`src/rtl/irq_pkg.sv`:
```
// Shared constants, state encoding and helpers for the interrupt controller.
package irq_pkg;

    // Word offsets inside the 4-word register window (address[3:2]).
    localparam logic [1:0] PEND_OFF  = 2'd0;
    localparam logic [1:0] MASK_OFF  = 2'd1;
    localparam logic [1:0] CLAIM_OFF = 2'd2;
    localparam logic [1:0] EOI_OFF   = 2'd3;

    // Bit of the CLAIM read word that flags "an eligible request exists".
    localparam int CLAIM_VALID_BIT = 31;

    typedef enum logic [1:0] {
        IDLE       = 2'd0,
        ASSERT     = 2'd1,
        IN_SERVICE = 2'd2
    } irq_state_t;

    // One-hot decode of a source index; callers slice the low NUM_SRC bits.
    function automatic logic [15:0] onehot16(input logic [4:0] idx);
        logic [15:0] v;
        v = 16'h0000;
        v[idx[3:0]] = 1'b1;
        return v;
    endfunction

endpackage

```
`src/rtl/irq_prio_enc.sv`:
```
// Fixed-priority encoder: lowest set index wins, reports whether any bit is set.
module irq_prio_enc #(
    parameter int NUM_SRC = 4
) (
    input  logic [NUM_SRC-1:0] vec,
    output logic               any,
    output logic [4:0]         index
);

    // Scan from the top down so the last hit (lowest index) is the one kept.
    always_comb begin
        any   = |vec;
        index = 5'd0;
        for (int i = NUM_SRC - 1; i >= 0; i--) begin
            index = vec[i] ? 5'(i) : index;
        end
    end

endmodule

```
`src/rtl/irq_controller.sv`:
```
// Memory-mapped interrupt controller: edge-latched pending bits, software mask,
// one prioritized request to cp0 with claim-by-load / EOI-by-store handshake.
module irq_controller
    import irq_pkg::*;
#(
    parameter int          NUM_SRC   = 4,
    parameter logic [31:0] BASE_ADDR = 32'hFFFF0010
) (
    input  logic               clk,
    input  logic               reset,
    input  logic [NUM_SRC-1:0] irq_src,
    input  logic [31:0]        address,
    input  logic [31:0]        data_in,
    input  logic               MemRead,
    input  logic               MemWrite,
    output logic [31:0]        data_out,
    output logic               IrqAddress,
    output logic               irq_out
);

    localparam logic [NUM_SRC-1:0] ZERO_SRC = {NUM_SRC{1'b0}};

    logic [NUM_SRC-1:0] pending;
    logic [NUM_SRC-1:0] mask;
    logic [NUM_SRC-1:0] prev_src;
    logic [NUM_SRC-1:0] edges;
    logic [NUM_SRC-1:0] eligible;
    logic [NUM_SRC-1:0] clr;
    logic [NUM_SRC-1:0] w1c;
    logic [NUM_SRC-1:0] claim_bit;
    logic [15:0]        best_onehot;
    logic [4:0]         best;
    logic [4:0]         in_service_id;
    logic               any;
    logic [1:0]         offset;
    logic               rd_hit;
    logic               wr_hit;
    logic               claim_fire;
    logic               eoi_fire;
    irq_state_t         state;

    // Bus decode: the window is 16 bytes, so only address[31:4] selects it.
    assign IrqAddress = (address[31:4] == BASE_ADDR[31:4]);
    assign offset     = address[3:2];
    assign rd_hit     = IrqAddress & MemRead;
    assign wr_hit     = IrqAddress & MemWrite;

    assign edges    = irq_src & ~prev_src;
    assign eligible = pending & mask;

    irq_prio_enc #(
        .NUM_SRC (NUM_SRC)
    ) u_best (
        .vec   (eligible),
        .any   (any),
        .index (best)
    );

    // A claim only takes effect while a request is actually being presented.
    assign claim_fire = (state == ASSERT) && rd_hit && (offset == CLAIM_OFF) && any;
    assign eoi_fire   = (state == IN_SERVICE) && wr_hit && (offset == EOI_OFF);

    assign best_onehot = onehot16(best);
    assign claim_bit   = claim_fire ? best_onehot[NUM_SRC-1:0] : ZERO_SRC;
    assign w1c         = (wr_hit && (offset == PEND_OFF)) ? data_in[NUM_SRC-1:0] : ZERO_SRC;
    assign clr         = w1c | claim_bit;

    // Source history, pending and mask registers; a new edge beats a clear.
    always_ff @(posedge clk) begin
        if (reset) begin
            prev_src <= ZERO_SRC;
            pending  <= ZERO_SRC;
            mask     <= ZERO_SRC;
        end else begin
            prev_src <= irq_src;
            pending  <= (pending & ~clr) | edges;
            if (wr_hit && (offset == MASK_OFF)) begin
                mask <= data_in[NUM_SRC-1:0];
            end else begin
                mask <= mask;
            end
        end
    end

    // Request FSM; irq_out is registered alongside the state it decodes.
    always_ff @(posedge clk) begin
        if (reset) begin
            state         <= IDLE;
            irq_out       <= 1'b0;
            in_service_id <= 5'd0;
        end else begin
            case (state)
                IDLE: begin
                    if (any) begin
                        state   <= ASSERT;
                        irq_out <= 1'b1;
                    end else begin
                        state   <= IDLE;
                        irq_out <= 1'b0;
                    end
                end
                ASSERT: begin
                    if (claim_fire) begin
                        state         <= IN_SERVICE;
                        irq_out       <= 1'b0;
                        in_service_id <= best;
                    end else if (!any) begin
                        state   <= IDLE;
                        irq_out <= 1'b0;
                    end else begin
                        state   <= ASSERT;
                        irq_out <= 1'b1;
                    end
                end
                IN_SERVICE: begin
                    irq_out <= 1'b0;
                    if (eoi_fire) begin
                        state <= IDLE;
                    end else begin
                        state <= IN_SERVICE;
                    end
                end
                default: begin
                    state   <= IDLE;
                    irq_out <= 1'b0;
                end
            endcase
        end
    end

    // Read mux; drives zero whenever this block is not the load target.
    always_comb begin
        data_out = 32'h0000_0000;
        if (rd_hit) begin
            case (offset)
                PEND_OFF:  data_out = 32'(pending);
                MASK_OFF:  data_out = 32'(mask);
                CLAIM_OFF: begin
                    data_out                  = {27'h0000000, best};
                    data_out[CLAIM_VALID_BIT] = any;
                end
                EOI_OFF:   data_out = 32'h0000_0000;
                default:   data_out = 32'h0000_0000;
            endcase
        end else begin
            data_out = 32'h0000_0000;
        end
    end

endmodule

```
`config.mk`:
```
export PLATFORM = sky130hd
export DESIGN_NAME = irq_controller
export DESIGN_NICKNAME = d
export VERILOG_FILES = /design/src/rtl/irq_pkg.sv /design/src/rtl/irq_prio_enc.sv /design/src/rtl/irq_controller.sv
export SDC_FILE = /design/constraint.sdc
export NUM_CORES = 1
export LEC_CHECK = 0
export ABC_AREA = 1
export CAP_MARGIN = 20
export CELL_PAD_IN_SITES_DETAIL_PLACEMENT = 1
export CELL_PAD_IN_SITES_GLOBAL_PLACEMENT = 1
export CORE_MARGIN = 2
export CORE_UTILIZATION = 19
export CTS_CLUSTER_SIZE = 16
export DETAILED_ROUTE_END_ITERATION = 16
export PLACE_DENSITY = 0.8
export SLEW_MARGIN = 10
export SYNTH_ARGS = -nofsm -noshare
export SYNTH_HDL_FRONTEND = slang
export SYNTH_HIERARCHICAL = 1
export SYNTH_SLANG_ARGS = --single-unit
export TNS_END_PERCENT = 30
```
`constraint.sdc`:
```
create_clock -name clk -period 1.6 [get_ports clk]
set_input_delay 0.32 -clock clk [delete_from_list [all_inputs] [get_ports clk]]
set_output_delay 0.32 -clock clk [all_outputs]
set_load 0.005 [all_outputs]
```
==> results of run 1 <==
kinds of logic after synthesis:
logic type      share of synthesized area, %
flops                                   24.4
compound gates                          6.21
other cells                            0.611
simple gates                            40.7
buf+inv                                 28.1
metrics by stage:
stage,TNS [ns],utilization (%)
after detailed placement,-8.39,29.4
after floorplan,0,-
after CTS,-0.275,30.5
after global placement,-7.50,29.4
after global routing,-0.698,30.9
final,-0.136,30.9
layer usage:
layer / GRT usage [%] / vias to the layer above / wire length (microns)
met5: 0 / - / 0
met4: 5.34 / 0 / 100
met3: 1.97 / 9 / 227
met2: 22.4 / 45 / 2240
met1: 11.9 / 632 / 1480
li1: - / 703 / -
power groups by stage:
stage,logic (W),clock network [W],registers (W)
floorplan,0.000119,0,0.000404
global placement,0.000218,0,0.000404
detailed placement,0.000224,0,0.000405
CTS,0.000208,0.000342,0.000397
global route,0.000236,0.000361,0.000403
finish,0.000209,0.000331,0.000401
area by class of cell:
cell class / instances / area share (%)
Multi-Input combinational cell: 148 / 42.0
Timing Repair Buffer: 76 / 28.3
Sequential cell: 15 / 15.8
Inverter: 33 / 6.47
Tap cell: 77 / 4.93
Clock buffer: 3 / 2.11
Clock inverter: 1 / 0.384
state kept, by name, indices dropped and copies added, names as in the netlist:
register / flops
mask: 4
pending: 4
prev_src: 4
state: 2
irq_out: 1
worst paths after layout:
check	startpoint	end	slack, ns	cells after the start
max	mask[1]	data_out[0]	-0.08	7
min	prev_src[1]	pending[1]	0.46	3
max reg2reg	pending[2]	pending[0]	0	11
min reg2reg	prev_src[1]	pending[1]	0.46	3
worst reg2reg max path: cells and delay by family, from the launching register on:
kind | cells | cell delay (ns)
buffers and inverters | 4 | 0.42
flip-flops | 1 | 0.34
AND/OR/NAND/NOR | 7 | 0.73
synthesized netlist by cell type:
library cell  count
nand3_2           1
dfxtp_1          15
nand3b_1          1
nand2_4           1
conb_1            2
nand2_1          58
o21ai_0           2
a21oi_2           1
nor2_8            2
a31oi_1           4
nand2_2           2
nand3_1           4
nor2_2            3
nand3_4           1
or2_2             1
clkbuf_1          1
nand4_1           4
nor3_1            7
a21boi_1          1
buf_4            29
a21oi_1           5
nor2_1           21
inv_1            33
timing repair:
item,CTS,global route
pin swaps,36,15
hold buffers,0,0
buffers inserted,6,1
endpoints found under the setup margin,17,10
resized for setup,133,25
cloned,0,0
==> flow_summary_export.csv, run 1 <==
group,metric,value,unit
setup_path,cp_max_fo,3,
synthesis,post-synth-top-area-cell,"dfxtp_1",
finish,multiInputGateArea,820,sq um
setup_path,critical-path-slowest-cell,"dfxtp_2",
clock_network,insertion_delay,0.26,ns
finish,nets,349,
routing,first_pass_iters,4,
routing,post_drt_via_cell_ratio,3.93,
synthesis,synth_cell_types,23,
setup_path,start_kind,"register",
sta,period_minus_slack,1.68,ns
clock_network,cts.sink_count,15,
finish,final_cell_mix,"nand2_1 (53), conb_1 (29), buf_4 (26)",
clock_network,numCtsBuffers,3,
placed_design,post-place-ws,-0.792,ns
routing,drcViolationCount,0,
grt,grt_start_max_net_pins,15,
power_and_ir_drop,powerDensity,482,nW/um^2
sta,fmax,596,MHz
synthesis,seq_area_frac_synth,24.4,%
finish,num_antenna_cells,0,
setup_path,worst-endpoint-required,1.28,ns
synthesis,synthesis.area,1230,sq um
routing,ant_nets,0,
floorplan,die_h,84.5,microns
sta,final_critical_path_setup_slack,-0.0765,ns
grt,antenna_violations_before_repair,0,
setup_path,critical_path.cell_chain,"nand2_4 > inv_4 > inv_1 > a21oi_2 > nand2_2 > a31oi_4 > buf_2",
finish,finalNonFillerCells,353,
finish,fillers,818,
power_and_ir_drop,p_sw_share,28.4,%
power_and_ir_drop,power.total,0.000941,W
status,status,"complete, but fails checks",
power_and_ir_drop,p_leak,1.03,nW
floorplan,placementRows,29,
clock_network,clk_transition_reported_paths,0.07,ns
synthesis,synthesis.instances,199,
placed_design,dp_cells,342,
floorplan,core-area,6310,sq um
clock_network,clockRootBuffer,"clkbuf_8",
sta,final.setup_skew,0.00981,ns
floorplan,floorplan.io_pins,106,
status,failed_checks,"negative setup slack",
power_and_ir_drop,comb_power_share,22.2,%
finish,area_growth_syn_to_layout,58.8,%
setup_path,cp.buffers_inverters,3,
power_and_ir_drop,worst_supply_voltage_drop_on_vdd,0.000200,V
grt,grt_usage,11.5,%
routing,finalWirelength,4.04,mm
sta,number_of_setup_violations_in_the_final_report,3,
finish,ff_latch_area,309,sq um
placed_design,numPortBuffers,48,
synthesis,synth_seq_cells,15,
grt,grt_overflow,0,
sta,rsz0062_at_grt,"yes",
setup_path,cp_top_family,"flip-flops",
synthesis,synth.top_cell.area_share,24.4,%
floorplan,die-width,84.5,microns
placed_design,post_dp_cell_area,1860,sq um
setup_path,crit_end_element,"output port",
finish,layout_commonest_cell,"nand2_1",
sta,finalMaxSlewViolations,0,
power_and_ir_drop,power.share.clock,35.2,%
synthesis,synth_area_leaders,"dfxtp_1 (24%), buf_4 (18%), nand2_1 (18%)",
floorplan,initial_utilization,19.5,%
floorplan,floorplan.die_area,7130,sq um
clock_network,cts_max_level,1,
routing,vias,1389,
power_and_ir_drop,pwr-share-seq,42.7,%
grt,first_pass_grt_wire_length,6.58,mm
sta,hold_viol,0,
finish,drive_gt1_share,41.3,%
setup_path,cpPeakStageDelay,0.36,ns
placed_design,gp_congestion,0.788,
sta,period_share,105,%
grt,via_count_of_the_first_global_routing_pass,1489,
synthesis,synth_warnings,6,
power_and_ir_drop,internal-power,0.000674,W
routing,wire_per_inst,11.5,microns
setup_path,worstSetupPathType,"register to output port",
synthesis,post_synth.cell_area_avg,6.18,sq um
placed_design,dp.final_hpwl,3.15,mm
min_path,hp-class,"register to register",
finish,final_area,1950,sq um
routing,detail_route.iter0.violations,23,
setup_path,arrival,1.36,ns
flow_run,maxCapViolations,0,
clock_network,cts_tree,"done",
power_and_ir_drop,net-switching-power,0.000267,W
clock_network,cts-root-to-sink-buffers,2,
sta,timing.hold.ws,0.463,ns
No activity file was read; power rests on OpenSTA's default activity.
==> run 2, diff against run 1 <==
--- a/config.mk
+++ b/config.mk
@@ -11,9 +11,11 @@
 export CELL_PAD_IN_SITES_GLOBAL_PLACEMENT = 1
 export CORE_MARGIN = 2
 export CORE_UTILIZATION = 19
+export CTS_BUF_LIST = sky130_fd_sc_hd__clkbuf_16
 export CTS_CLUSTER_SIZE = 16
 export DETAILED_ROUTE_END_ITERATION = 16
 export PLACE_DENSITY = 0.8
+export SKIP_LAST_GASP = 1
 export SLEW_MARGIN = 10
 export SYNTH_ARGS = -nofsm -noshare
 export SYNTH_HDL_FRONTEND = slang
==> flow_summary_export.csv, run 2 (same netlist as run 1, synthesis figures left out) <==
group,metric,value,unit
min_path,sink_of_the_worst_hold_path,"pending[1]",
sta,period_minus_slack,1.64,ns
clock_network,numCtsBuffers,3,
power_and_ir_drop,worst_supply_voltage_drop_on_vdd,0.000317,V
placed_design,dp_cells,342,
grt,grt_start_max_net_pins,15,
routing,first_pass_iters,3,
routing,post_drt_via_cell_ratio,3.93,
floorplan,initial_utilization,19.5,%
floorplan,die_h,84.5,microns
clock_network,clockRootBuffer,"clkbuf_16",
floorplan,floorplan.die_area,7130,sq um
sta,final_critical_path_setup_slack,-0.0408,ns
finish,largestRegisters,"mask (4), pending (4), prev_src (4)",
power_and_ir_drop,p_leak,1.04,nW
status,failed_checks,"negative setup slack",
clock_network,clk_transition_reported_paths,0.06,ns
floorplan,placementRows,29,
placed_design,numPortBuffers,48,
finish,postLayoutCoreUtil,32.2,%
grt,grt_usage,11.8,%
setup_path,rr_worst_depth,13,
grt,grt_overflow,0,
setup_path,arrival,1.32,ns
sta,fmax,609,MHz
grt,antenna_violations_before_repair,0,
finish,layout_commonest_cell,"nand2_1",
power_and_ir_drop,power.total,0.00114,W
status,status,"complete, but fails checks",
finish,area_growth_syn_to_layout,65.5,%
sta,period_share,103,%
floorplan,floorplan.io_pins,106,
floorplan,core-area,6310,sq um
setup_path,worst_r2r_startpoint,"pending[2]",
finish,finalNonFillerCells,352,
routing,finalWirelength,4.23,mm
finish,drive_gt1_share,42.5,%
placed_design,dp.final_hpwl,3.15,mm
routing,vias,1383,
sta,rsz0062_at_grt,"yes",
finish,num_antenna_cells,0,
finish,final_area,2040,sq um
clock_network,cts_tree,"done",
clock_network,cts_max_level,1,
placed_design,gp_congestion,0.788,
sta,hold_viol,0,
routing,wire_per_inst,12.0,microns
setup_path,worstSetupPathType,"register to output port",
grt,first_pass_grt_wire_length,6.70,mm
grt,via_count_of_the_first_global_routing_pass,1500,
flow_run,maxCapViolations,0,
sta,final.setup_skew,0.00733,ns
routing,detail_route.iter0.violations,27,
min_path,hp-class,"register to register",
sta,finalMaxSlewViolations,0,
sta,number_of_setup_violations_in_the_final_report,5,
placed_design,post_dp_cell_area,1860,sq um
clock_network,cts.sink_count,15,
routing,drcViolationCount,0,
setup_path,worst-endpoint-required,1.28,ns
setup_path,crit_end_element,"output port",
min_path,hold_path_depth,3,
setup_path,ff2ff_setup_slack,-0.01,ns
clock_network,cts_hold_buffers,0,
finish,nets,348,
setup_path,cp_max_fo,2,
clock_network,cts-root-to-sink-buffers,2,
finish,final_cell_mix,"nand2_1 (49), conb_1 (29), inv_1 (25), buf_4 (25), buf_2 (20)",
routing,ant_nets,0,
sta,finalSetupTns,-0.123,ns
clock_network,insertion_delay,0.26,ns
setup_path,start_kind,"register",
setup_path,worstReg2RegEnd,"pending[3]",
floorplan,die-width,84.5,microns
finish,fillers,809,
power_and_ir_drop,powerDensity,559,nW/um^2
min_path,hp-start,"prev_src[1]",
## run 2: metal layers
metal  vias up  track usage (%)  wire length, microns
met1       637             12.2                  1570
met4         0             3.90                    53
met5         -                0                     0
li1        702                -                     -
met3         5             1.97                   192
met2        39             23.7                  2410
## run 2: report_power, final
part	leakage [nW]	internal, W	total [W]	switching (W)
Combinational	0.880	0.000116	0.000223	0.000107
Clock	0.0371	0.000338	0.000513	0.000176
Sequential	0.126	0.000392	0.000402	0.0000104
Total	1.04	0.000845	0.00114	0.000293
## run 2: how the worst max path moves through the flow
stage,end,startpoint,cells past startpoint
3_5_place_dp,data_out[1],address[21],8
2_1_floorplan,data_out[31],address[15],7
5_1_grt,data_out[31],mask[0],7
6_report,data_out[0],pending[2],8
4_1_cts,data_out[1],pending[2],7
3_3_place_gp,data_out[1],address[25],8
## run 2: repair_timing
item                       CTS  global route
pin swaps                   33            25
resized for setup          130            38
setup buffers                6             0
setup endpoints to repair   17             9
## run 2: per-stage QoR
step	worst slack [ns]	hold slack, ns
floorplan	0.180	0.429
global placement	-0.765	0.435
detailed placement	-0.792	0.447
CTS	-0.0680	0.462
global route	-0.100	0.496
finish	-0.0408	0.460
## run 2: final cells by class
class | instances | area, sq um | share of cell area [%]
Sequential cell | 15 | 309 | 15.2
Tap cell | 77 | 96.3 | 4.73
Clock inverter | 1 | 7.51 | 0.369
Clock buffer | 3 | 75.1 | 3.69
Multi-Input combinational cell | 148 | 847 | 41.6
Timing Repair Buffer | 75 | 574 | 28.2
Inverter | 33 | 126 | 6.21
## run 2: critical path: stages (launching register included)
cell,delay [ns]
dfxtp_2,0.33
nand2_2,0.07
inv_2,0.04
inv_1,0.07
nand2_2,0.07
a21oi_4,0.15
nand2_2,0.08
a31oi_4,0.13
buf_2,0.13
==> run 3, diff against run 2 <==
--- a/config.mk
+++ b/config.mk
@@ -5,16 +5,15 @@
 export SDC_FILE = /design/constraint.sdc
 export NUM_CORES = 1
 export LEC_CHECK = 0
-export ABC_AREA = 1
 export CAP_MARGIN = 20
 export CELL_PAD_IN_SITES_DETAIL_PLACEMENT = 1
 export CELL_PAD_IN_SITES_GLOBAL_PLACEMENT = 1
 export CORE_MARGIN = 2
-export CORE_UTILIZATION = 19
+export CORE_UTILIZATION = 22
 export CTS_BUF_LIST = sky130_fd_sc_hd__clkbuf_16
 export CTS_CLUSTER_SIZE = 16
 export DETAILED_ROUTE_END_ITERATION = 16
-export PLACE_DENSITY = 0.8
+export PLACE_DENSITY = 0.83
 export SKIP_LAST_GASP = 1
 export SLEW_MARGIN = 10
 export SYNTH_ARGS = -nofsm -noshare
==> flow_summary_export.csv, run 3 <==
group,metric,value,unit
status,status,"complete, but fails checks",
status,failed_checks,"negative setup slack",
synthesis,synth_enable_flop_cells,0,
finish,finalNonFillerCells,319,
synthesis,synth.cells.most_frequent,"buf_4 (30), dfxtp_1 (15), inv_1 (10), and2_1 (8), o21ai_0 (8)",
synthesis,synth_cell_types,39,
clock_network,cts_tree,"done",
setup_path,worst-endpoint-required,1.28,ns
placed_design,dp.final_hpwl,3.14,mm
synthesis,post-synth-top-area-cell,"dfxtp_1",
routing,vias,1406,
finish,num_antenna_cells,0,
synthesis,synth_seq_cells,15,
min_path,hp-class,"register to register",
setup_path,arrival,1.65,ns
clock_network,insertion_delay,0.25,ns
finish,nets,317,
synthesis,synth_most_common_cell,"buf_4",
clock_network,clk_transition_reported_paths,0.05,ns
placed_design,dp_cells,294,
floorplan,floorplan.io_pins,106,
synthesis,post_synth.cell_area_avg,8.40,sq um
power_and_ir_drop,power.share.clock,44.4,%
setup_path,start_kind,"input pin",
sta,rsz0062_at_grt,"yes",
flow_run,maxCapViolations,0,
synthesis,synth_warnings,6,
floorplan,core-area,5820,sq um
sta,fmax,507,MHz
clock_network,cts_max_level,1,
finish,area_growth_syn_to_layout,69.5,%
finish,fillers,713,
power_and_ir_drop,internal-power,0.000858,W
grt,first_pass_grt_wire_length,7.37,mm
routing,first_pass_iters,4,
sta,finalSetupTns,-3.38,ns
setup_path,worstSetupPathType,"input pin to output port",
setup_path,cp_max_fo,4,
routing,drcViolationCount,0,
setup_path,ff2ff_setup_slack,-0.29,ns
finish,largestRegisters,"mask (4), pending (4), prev_src (4)",
routing,post_drt_via_cell_ratio,4.41,
power_and_ir_drop,p_leak,1.01,nW
placed_design,post_dp_cell_area,1900,sq um
floorplan,placementRows,28,
sta,period_minus_slack,1.97,ns
floorplan,die_h,80.9,microns
grt,via_count_of_the_first_global_routing_pass,1512,
floorplan,die-width,80.9,microns
placed_design,numPortBuffers,48,
routing,wire_per_inst,15.3,microns
power_and_ir_drop,comb_power_share,20.5,%
synthesis,synthesis.instances,155,
power_and_ir_drop,worst_supply_voltage_drop_on_vdd,0.000291,V
placed_design,gp_congestion,0.779,
grt,antenna_violations_before_repair,0,
power_and_ir_drop,net-switching-power,0.000275,W
sta,period_share,123,%
routing,finalWirelength,4.90,mm
floorplan,floorplan.die_area,6550,sq um
sta,number_of_setup_violations_in_the_final_report,12,
floorplan,initial_utilization,22.4,%
finish,final_cell_mix,"buf_4 (39), conb_1 (29), dlygate4sd2_1 (17)",
finish,final_area,2210,sq um
clock_network,cts-root-to-sink-buffers,2,
clock_network,clockRootBuffer,"clkbuf_16",
routing,detail_route.iter0.violations,56,
grt,grt_usage,14.8,%
finish,postLayoutCoreUtil,37.9,%
sta,final_critical_path_setup_slack,-0.371,ns
synthesis,synthesis.area,1300,sq um
grt,grt_start_max_net_pins,14,
clock_network,cts.sink_count,15,
routing,ant_nets,0,
power_and_ir_drop,pwr-share-seq,35.1,%
synthesis,synth.top_cell.area_share,23.1,%
synthesis,synth_area_leaders,"dfxtp_1 (23%), buf_4 (17%), and2_1 (3.8%)",
clock_network,numCtsBuffers,3,
sta,finalMaxSlewViolations,0,
synthesis,synthArstFlopShare,0,%
synthesis,synth-main-ff-cell,"dfxtp_1",
synthesis,seq_area_frac_synth,23.1,%
power_and_ir_drop,p_sw_share,24.3,%
setup_path,crit_end_element,"output port",
power_and_ir_drop,powerDensity,514,nW/um^2
grt,grt_overflow,0,
sta,hold_viol,0,
power_and_ir_drop,power.total,0.00113,W
clock_network,cts_hold_buffers,0,
finish,layout_commonest_cell,"buf_4",
finish,drive_gt1_share,39.3,%
sta,final.setup_skew,0.00685,ns
==> run 3: cell count changes after synthesis, sizes merged, moves of 5 or more <==
cell and change:
inv -23, nor2b +5, nand2 -54, o2bb2ai +5, o21ai +6, and4 +5
buf +5, nor2 -20, and2 +8
==> run 3: stage by stage <==
stage | hold slack, ns | setup slack [ns]
floorplan | 0.436 | 0.0178
detailed placement | 0.449 | -1.10
global route | 0.485 | -0.446
global placement | 0.438 | -1.07
CTS | 0.468 | -0.420
finish | 0.464 | -0.371
==> run 3: worst max-delay path, cell delays in order <==
cell and delay, ns:
dlygate4sd2_1 0.19, and4b_2 0.29, nand4_4 0.14, nor3_4 0.22
buf_6 0.15, buf_6 0.09, and3_4 0.17, buf_6 0.08
==> run 3: layout make-up <==
cell class              count  area (sq um)  area share [%]
clock buffers               3          75.1            3.40
clock inverters             1          5.00           0.227
inverters                  10          37.5            1.70
multi-input cells         123           902            40.9
flip-flops and latches     15           300            13.6
well taps                  75          93.8            4.25
repair buffers             92           792            35.9
==> run 3: worst paths after layout <==
kind,cells after the start,from,end
max reg2reg,9,pending[2],pending[1]
min,2,prev_src[0],pending[0]
min reg2reg,2,prev_src[0],pending[0]
max,8,address[16],data_out[31]
==> run 3: what timing repair did <==
item,CTS,global route
buffers inserted,27,3
pin swaps,16,10
resized for setup,100,18
endpoints found under the setup margin,17,17
==> run 3: logic make-up (layout without fill, tap and decap cells) <==
family / after synthesis / in the layout / share of synthesized area, %
multiplexers: 4 / 4 / 3.08
other: 2 / 29 / 0.577
AO/OA/AOI/OAI: 24 / 24 / 12.3
flip-flops: 15 / 15 / 23.1
AND/OR/NAND/NOR: 66 / 66 / 38.3
buffers and inverters: 44 / 106 / 22.7
==> run 3: layer usage <==
layer,vias to the layer above,track usage [%],wire length [microns]
met5,-,0,0
met4,0,2.03,67
met3,8,2.67,225
met2,39,29.8,2710
met1,694,16.0,1900
li1,665,-,-
==> run 3: power by group through the flow <==
stage | logic (W) | clock network (W) | registers (W)
global placement | 0.000222 | 0 | 0.000403
CTS | 0.000224 | 0.000501 | 0.000397
global route | 0.000253 | 0.000520 | 0.000398
detailed placement | 0.000228 | 0 | 0.000404
finish | 0.000232 | 0.000503 | 0.000397
floorplan | 0.000125 | 0 | 0.000402
